### config.mk
export PLATFORM = sky130hd
export DESIGN_NAME = adc_sample_unpack
export DESIGN_NICKNAME = d
export VERILOG_FILES = /design/src/rtl/adc_sample_unpack.sv
export SDC_FILE = /design/constraint.sdc
export NUM_CORES = 1
export LEC_CHECK = 0
export ABC_AREA = 1
export CAP_MARGIN = 20
export CORE_MARGIN = 2
export CORE_UTILIZATION = 52
export DETAILED_ROUTE_END_ITERATION = 6
export HOLD_SLACK_MARGIN = 0.1
export PLACE_DENSITY = 0.75
export SETUP_SLACK_MARGIN = 0.2
export SYNTH_ARGS = -nofsm -noshare
export SYNTH_HDL_FRONTEND = slang
export SYNTH_SLANG_ARGS = --single-unit
### constraint.sdc
create_clock -name clk -period 5.8 [get_ports clk]
set_input_delay 1.74 -clock clk [delete_from_list [all_inputs] [get_ports clk]]
set_output_delay 1.74 -clock clk [all_outputs]
set_load 0.02 [all_outputs]
### src/rtl/adc_sample_unpack.sv
// Rebuilds 32-bit capture words from a little-endian byte stream and emits the
// three 10-bit ADC samples of each word on a valid/ready port with a trigger marker.
module adc_sample_unpack #(
  parameter int         COUNT_W  = 32,
  parameter logic [1:0] TAG_NONE = 2'b11
) (
  input  logic               clk,
  input  logic               reset_n,
  input  logic               sync_i,
  input  logic               drop_pretrig_i,
  input  logic [7:0]         byte_i,
  input  logic               byte_valid_i,
  output logic               byte_ready_o,
  output logic [9:0]         sample_o,
  output logic               sample_valid_o,
  input  logic               sample_ready_i,
  output logic               sample_trig_o,
  output logic [COUNT_W-1:0] sample_count_o,
  output logic               tag_err_o
);

  logic [1:0]  byte_cnt_reg;
  logic [23:0] partial_reg;
  logic [29:0] word_reg;
  logic [1:0]  idx_reg;
  logic        trig_word_reg;
  logic [1:0]  word_tag_reg;
  logic        trig_seen_reg;
  logic [1:0]  trig_tag_reg;

  logic       sample_hs;
  logic       last_hs;
  logic       byte_hs;
  logic       word_done;
  logic       load_word;
  logic       new_trig;
  logic [1:0] in_tag;
  logic [1:0] idx_next;

  assign sample_hs = sample_valid_o & sample_ready_i;
  assign last_hs   = sample_hs & (idx_reg == 2'd2);
  // The final byte of a word may enter in the same cycle the stage drains.
  assign byte_ready_o = !sync_i & ((byte_cnt_reg != 2'd3) | !sample_valid_o | last_hs);
  assign byte_hs   = byte_valid_i & byte_ready_o;
  assign in_tag    = byte_i[7:6];
  assign word_done = byte_hs & (byte_cnt_reg == 2'd3);
  assign load_word = word_done & !(drop_pretrig_i & (in_tag == TAG_NONE));
  assign new_trig  = (in_tag != TAG_NONE) & !trig_seen_reg;
  assign idx_next  = idx_reg + 2'd1;

  always_ff @(posedge clk or negedge reset_n) begin
    if (!reset_n) begin
      byte_cnt_reg   <= '0;
      partial_reg    <= '0;
      word_reg       <= '0;
      idx_reg        <= '0;
      trig_word_reg  <= 1'b0;
      word_tag_reg   <= TAG_NONE;
      trig_seen_reg  <= 1'b0;
      trig_tag_reg   <= TAG_NONE;
      sample_o       <= '0;
      sample_valid_o <= 1'b0;
      sample_trig_o  <= 1'b0;
      sample_count_o <= '0;
      tag_err_o      <= 1'b0;
    end else if (sync_i) begin
      byte_cnt_reg   <= '0;
      partial_reg    <= '0;
      word_reg       <= '0;
      idx_reg        <= '0;
      trig_word_reg  <= 1'b0;
      word_tag_reg   <= TAG_NONE;
      trig_seen_reg  <= 1'b0;
      trig_tag_reg   <= TAG_NONE;
      sample_o       <= '0;
      sample_valid_o <= 1'b0;
      sample_trig_o  <= 1'b0;
      sample_count_o <= '0;
      tag_err_o      <= 1'b0;
    end else begin
      if (byte_hs) begin
        case (byte_cnt_reg)
          2'd0:    partial_reg[7:0]   <= byte_i;
          2'd1:    partial_reg[15:8]  <= byte_i;
          2'd2:    partial_reg[23:16] <= byte_i;
          default: ;
        endcase
        byte_cnt_reg <= byte_cnt_reg + 2'd1;
      end

      if (load_word) begin
        word_reg       <= {byte_i[5:0], partial_reg};
        idx_reg        <= 2'd0;
        sample_valid_o <= 1'b1;
        sample_o       <= partial_reg[9:0];
        trig_word_reg  <= new_trig;
        word_tag_reg   <= in_tag;
        sample_trig_o  <= new_trig & (in_tag == 2'd0);
        if (new_trig) begin
          trig_seen_reg <= 1'b1;
          trig_tag_reg  <= in_tag;
        end
        if ((in_tag != TAG_NONE) && trig_seen_reg && (in_tag != trig_tag_reg))
          tag_err_o <= 1'b1;
      end else if (sample_hs) begin
        if (idx_reg == 2'd2) begin
          idx_reg        <= 2'd0;
          sample_valid_o <= 1'b0;
          sample_o       <= '0;
          sample_trig_o  <= 1'b0;
        end else begin
          idx_reg       <= idx_next;
          sample_o      <= (idx_next == 2'd1) ? word_reg[19:10] : word_reg[29:20];
          sample_trig_o <= trig_word_reg & (idx_next == word_tag_reg);
        end
      end

      if (sample_hs && (sample_count_o != '1))
        sample_count_o <= sample_count_o + 1'b1;
    end
  end

endmodule

==> summary.txt, run 1 <==
Run status
  – Status: complete, no violations

Die
  – IO Count: 60
  – Rows: 36
  – Core Box Area: ~10000 µm²
  – Die Wd: 105 µm
  – Die area: 11100 µm²
  – Die Span Y: 105 µm
  – Initial Utilization: 0.540

Setup path
  – Critical-path cell list: clkdlybuf4s50_1 > nand2_1 > nand3_1 > nand2_1 > inv_1 > clkdlybuf4s50_1
  – Crit path capture type: output port
  – CP arrival: 3.13 ns
  – Crit path max fanout: 2
  – Critical Path RT: 4.06 ns
  – Slowest CP cell: clkdlybuf4s50_1
  – Worst stage delay on the critical path: 0.59 ns
  – Critical setup path kind: input pin to output port
  – FF-to-FF path depth: 9
  – CP Launch Type: input pin

Global route
  – Initial antenna violation count: 0
  – Global route overflow: 0
  – Vias in the first global route: 4472
  – Total Routing Usage GR: 0.255
  – Pin count of the biggest net entering global routing: 63
  – Global-route wire length before repair: 22200 µm

Clock tree
  – H-Tree Depth: 3
  – Clock-pin slew on the worst setup and hold paths: 0.09 ns
  – Root Driver: clkbuf_8
  – Clock Tree Buf Depth: 2
  – Post-CTS Resized: 0
  – TritonCTS clock tree: done
  – Postcts setup bufs: 0
  – Clk_lat worst skew: ~0.39 ns
  – Hold Buf Count CTS: 0
  – Clock sinks: 99
  – TritonCTS buffer count: 9

Power
  – Peak supply drop: between 0.00015 and 0.0002 V
  – Sw power: between 0.3 and 0.4 mW
  – Reg power frac: 0.558
  – Combinational Power Share: 0.085
  – Share of power burned in the clock network: 0.357
  – Int Power: around 0.96 mW
  – Pwr dens: 209 nW/µm²
  – Leak: between 3 and 4 nW
  – Switching share of power: 0.261

Yosys
  – Register area share after synthesis: 0.466
  – Gate Count Post-Synth: a little over 700
  – Post-synth top flop: dfrtp_1
  – Post-synth EDFFs: 0
  – Register bit total from synthesis: slightly below 100
  – Fraction of registers with async set/reset: 1.00
  – Synth Cell Area: 5330 µm²
  – Syn_nets: 750
  – Ys Warns: 0
  – Unique cell type count in the Yosys netlist: 31
  – Post-synthesis average cell area: roughly 7.3 µm²

Drt
  – Antenna viol nets, final: 0
  – Per-cell routed wire length: 14.7 µm
  – Drt drc: 0
  – Routed via count: 4885
  – Total Wirelength: 13500 µm
  – DR pass1 iterations: 5
  – Vias per cell: 5.33
  – Initial DRC Count: approximately 360

Timing
  – Setup TNS Final: 0 ns
  – Hold Vio Cnt, Final: 0
  – Fin crit share: 0.839
  – Setup WS post-layout: 0.932 ns
  – Slew HR: 0.407
  – Fmax: approximately 0.21 GHz
  – Final min period: 4.87 ns
  – RSZ-0062 raised after global routing: false
  – Layout Skew: 0.0140 ns
  – Slew @ Worst Pin: 0.888 ns
  – Final slew viol count: 0
  – Final setup violation count: 0

Final layout
  – Max reg flops: 32
  – Share of cells above drive strength 1: 0.0613
  – Diode count: 0
  – Layout area overhead: 16.4%
  – # nets final: 801
  – Design area: a little over 6000 µm²
  – Fillers: 880

Placed design
  – Post-DP HPWL: 9440 µm
  – PortBufs: 59
  – DP Worst Slack: 0.937 ns
  – Gp weighted congestion: 0.937
  – Dpl cell area: 6010 µm²

Min path
  – Hold WC Path Type: register to register
  – Worst Hold Depth: 2

Run
  – Total of max-cap violations: 0
==> area by class of cell <==
cell class	count	area, µm²	area share
tap	133	166	0.0268
multi-input combinational	532	2460	0.396
sequential	99	2480	0.400
timing repair buffer	64	626	0.101
inverter	72	275	0.0444
clock inverter	6	62.6	0.0101
clock buffer	10	138	0.0222
==> power by group through the flow <==
stage	clock network, mW	logic (mW)	registers (mW)
CTS	0.471	0.111	0.723
floorplan	0	0.0642	0.736
detailed placement	0	0.111	0.737
global route	0.497	0.124	0.726
global placement	0	0.107	0.735
finish	0.462	0.110	0.723
==> cell usage in the layout (no fill, tap or decap), drive strengths merged <==
master / netlist / final
a211oi: 11 / 11
nand4: 22 / 22
o21ai: 27 / 27
bufinv: 0 / 1
nor3: 1 / 1
a21oi: 5 / 5
xnor2: 2 / 2
xor2: 11 / 11
nand3: 41 / 41
dfstp: 4 / 4
o211ai: 1 / 1
nand2: 301 / 301
o22ai: 10 / 10
clkbuf: 10 / 10
nor2: 86 / 86
clkinv: 1 / 4
and2: 1 / 1
buf: 14 / 6
inv: 71 / 73
clkdlybuf4s50: 0 / 58
ha: 9 / 9
or2: 4 / 4
dfrtp: 95 / 95
==> synthesized netlist by cell type, drive strengths merged, types with 2 or more instances <==
| master | number | share of area |
|---|---|---|
| nand2 | 301 | 0.22 |
| dfrtp | 95 | 0.45 |
| nor2 | 86 | 0.068 |
| inv | 71 | 0.050 |
| nand3 | 41 | 0.039 |
| o21ai | 27 | 0.026 |
| nand4 | 22 | 0.026 |
| buf | 14 | 0.015 |
| a211oi | 11 | 0.015 |
| xor2 | 11 | 0.018 |
| clkbuf | 10 | 0.0070 |
| o22ai | 10 | 0.012 |
| ha | 9 | 0.021 |
| a21oi | 5 | 0.0047 |
| dfstp | 4 | 0.020 |
| or2 | 4 | 0.0047 |
| xnor2 | 2 | 0.0033 |
==> critical path, delay by kind of cell <==
kind / cells / cell delay (ns)
AND/OR/NAND/NOR: 3 / 0.26
buffers and inverters: 3 / 1.12
==> stage by stage <==
stage	power, mW	std cells	util	hold slack (ns)
finish	1.30	916	0.629	0.483
global route	1.35	916	0.629	0.497
CTS	1.30	916	0.629	0.482
detailed placement	0.847	900	0.609	0.461
global placement	0.842	900	0.609	0.454
floorplan	0.800	727	-	0.443
==> logic make-up (layout without fill, tap and decap cells) <==
logic type | Yosys count | after routing | share of synthesized area
buffers and inverters | 96 | 152 | 0.0737
adder cells (fa/ha/maj) | 9 | 9 | 0.0211
AO/OA/AOI/OAI | 54 | 54 | 0.0594
XOR/XNOR | 13 | 13 | 0.0214
flip-flops | 99 | 99 | 0.466
AND/OR/NAND/NOR | 456 | 456 | 0.359
==> worst paths after layout <==
path | start | to | slack, ns
worst max-delay path | sample_ready_i | byte_ready_o | 0.93
worst min-delay path | word_reg[26] | word_reg[26] | 0.48
worst max register to register | idx_reg[0] | idx_reg[0] | 2.72
worst min register to register | word_reg[26] | word_reg[26] | 0.48
max in group asynchronous | reset_n | word_tag_reg[1] | 3.34
min in group asynchronous | reset_n | word_reg[11] | 1.44
==> per-layer routing <==
| layer | global-route usage | vias up | share of wire |
|---|---|---|---|
| met5 | 0 | - | 0 |
| met4 | 0.0790 | 0 | 0.014 |
| met3 | 0.0550 | 19 | 0.067 |
| met2 | 0.371 | 167 | 0.44 |
| met1 | 0.380 | 2317 | 0.48 |
| li1 | - | 2382 | - |
No activity file was read; power rests on OpenSTA's default activity.
==> run 2, diff against run 1 <==
Clock period 5.8 ns to 4.95 ns, I/O delays scaled along.
==> run 2 against run 1 <==
Clock power up 24%; via count decreased by 0.61%; clock skew increased by 0.0052 ns; die area unchanged; critical path type unchanged; non-clock buffer count increased by 1; critical path depth unchanged.
==> summary.txt, run 2 (synthesis gave the netlist of run 1 again) <==
Run status
  – Status: complete, no violations

Die
  – Rows: 36
  – IO Count: 60
  – Die area: 11100 µm²
  – Initial Utilization: 0.540
  – Die Wd: 105 µm
  – Core Box Area: 9860 µm²
  – Die Span Y: approximately 110 µm

Drt
  – Initial DRC Count: 375
  – Drt drc: 0
  – Vias per cell: 5.29
  – DR pass1 iterations: 5
  – Per-cell routed wire length: 14.7 µm
  – Antenna viol nets, final: 0
  – Routed via count: between 4000 and 5000
  – Total Wirelength: between 10000 and 15000 µm

Final layout
  – Design area: 6250 µm²
  – Fillers: 854
  – Register Area: between 2000 and 2500 µm²
  – Most common cell after layout, fill and taps aside: nand2_1
  – Fin cells: 917
  – Multi-input logic area: 2460 µm²
  – Diode count: 0
  – Layout area overhead: 17.2%
  – # nets final: between 800 and 900
  – Share of cells above drive strength 1: 0.0587
  – Commonest cells after routing, fill and taps aside: nand2_1 (295), dfrtp_1 (95), nor2_1 (79), inv_1 (69), clkdlybuf4s50_1 (58)
  – Max reg flops: 32

Placed design
  – Gp weighted congestion: 0.979
  – Dpl cell area: about 6000 µm²
  – DP Worst Slack: between 0.5 and 0.6 ns
  – Placed cells: 900
  – PortBufs: 59
  – Post-DP HPWL: 9570 µm

Power
  – Int Power: ~1.2 mW
  – Combinational Power Share: 0.085
  – Peak supply drop: 0.000229 V
  – Pwr dens: 249 nW/µm²
  – Share of power burned in the clock network: 0.370
  – Sw power: 0.379 mW
  – PnR Total Power: 1.55 mW
  – Leak: 3.09 nW
  – Reg power frac: 0.545
  – Switching share of power: 0.244

Setup path
  – R2r setup slk: 1.85 ns
  – Reg-to-Reg Start: idx_reg[0]
  – Crit path capture type: output port
  – Critical setup path kind: input pin to output port
  – CP Launch Type: input pin
  – Reg2reg end: sample_o[1]
  – FF-to-FF path depth: 10
  – CP arrival: 2.91 ns
  – Crit path max fanout: 2
  – Critical Path RT: 3.46 ns

Timing
  – Setup TNS Final: 0 ns
  – Final min period: 4.39 ns
  – Hold Vio Cnt, Final: 0
  – Layout Skew: 0.0192 ns
  – Fin crit share: 0.888
  – Final setup violation count: 0
  – Fmax: 0.228 GHz
  – Slew HR: 0.378
  – Setup WS post-layout: 0.556 ns
  – Final slew viol count: 0
  – RSZ-0062 raised after global routing: false
  – Slew @ Worst Pin: about 0.93 ns

Min path
  – Hold WC Path Type: register to register
  – WHS Endpoint: word_reg[28]
  – Worst Hold Depth: 2
  – Hold path startpoint: word_reg[28]

Global route
  – Total Routing Usage GR: 0.261
  – Pin count of the biggest net entering global routing: 84
  – Global-route wire length before repair: 23200 µm
  – Vias in the first global route: 4701
  – Initial antenna violation count: 0
  – Global route overflow: 0

Clock tree
  – TritonCTS clock tree: done
  – Clk_lat worst skew: 0.38 ns
  – Root Driver: clkbuf_8
  – Hold Buf Count CTS: 0
  – Clock sinks: 99
  – Post-CTS Resized: 0
  – TritonCTS buffer count: 9
  – Postcts setup bufs: 0
  – Clock-pin slew on the worst setup and hold paths: around 0.090 ns
  – Clock Tree Buf Depth: 2
  – H-Tree Depth: 3

Run
  – Total of max-cap violations: 0
## run 2: critical path, cell delays in order
cell and delay, ns:
clkdlybuf4s50_1 0.49, nand2_1 0.08, nand3_1 0.13, nand2_1 0.07
inv_1 0.06, clkdlybuf4s50_1 0.61
## run 2: routing by layer
metal	wire [µm]	vias to the layer above	global-route usage
met2	5890	184	0.378
met4	148	0	0.0600
met1	6400	2278	0.389
li1	-	2375	-
met3	1020	18	0.0742
met5	0	-	0
## run 2: power by group through the flow
| stage | clock network [mW] | registers (mW) | logic [mW] |
|---|---|---|---|
| after CTS | 0.585 | 0.847 | 0.129 |
| after detailed placement | 0 | 0.863 | 0.129 |
| final | 0.574 | 0.847 | 0.132 |
| after global placement | 0 | 0.862 | 0.125 |
| after floorplan | 0 | 0.862 | 0.0752 |
| after global routing | 0.616 | 0.851 | 0.148 |
## run 2: final cells by class
class / count / share of cell area
clock buffer: 13 / 0.0238
timing repair buffer: 65 / 0.105
tap: 133 / 0.0266
sequential: 99 / 0.397
multi-input combinational: 532 / 0.393
clock inverter: 3 / 0.0104
inverter: 72 / 0.0441
## run 2: worst max path at each step
stage                               from            to
final                     sample_ready_i  byte_ready_o
after floorplan                   sync_i  byte_ready_o
after CTS                 sample_ready_i  byte_ready_o
after global routing      sample_ready_i  byte_ready_o
after detailed placement  sample_ready_i  byte_ready_o
after global placement    sample_ready_i  byte_ready_o
## run 2: through the flow
step                      utilization  hold slack, ns
after floorplan                     -           0.443
after global placement          0.609           0.457
after detailed placement        0.609           0.459
after CTS                       0.631           0.482
after global routing            0.633           0.498
final                           0.633           0.484
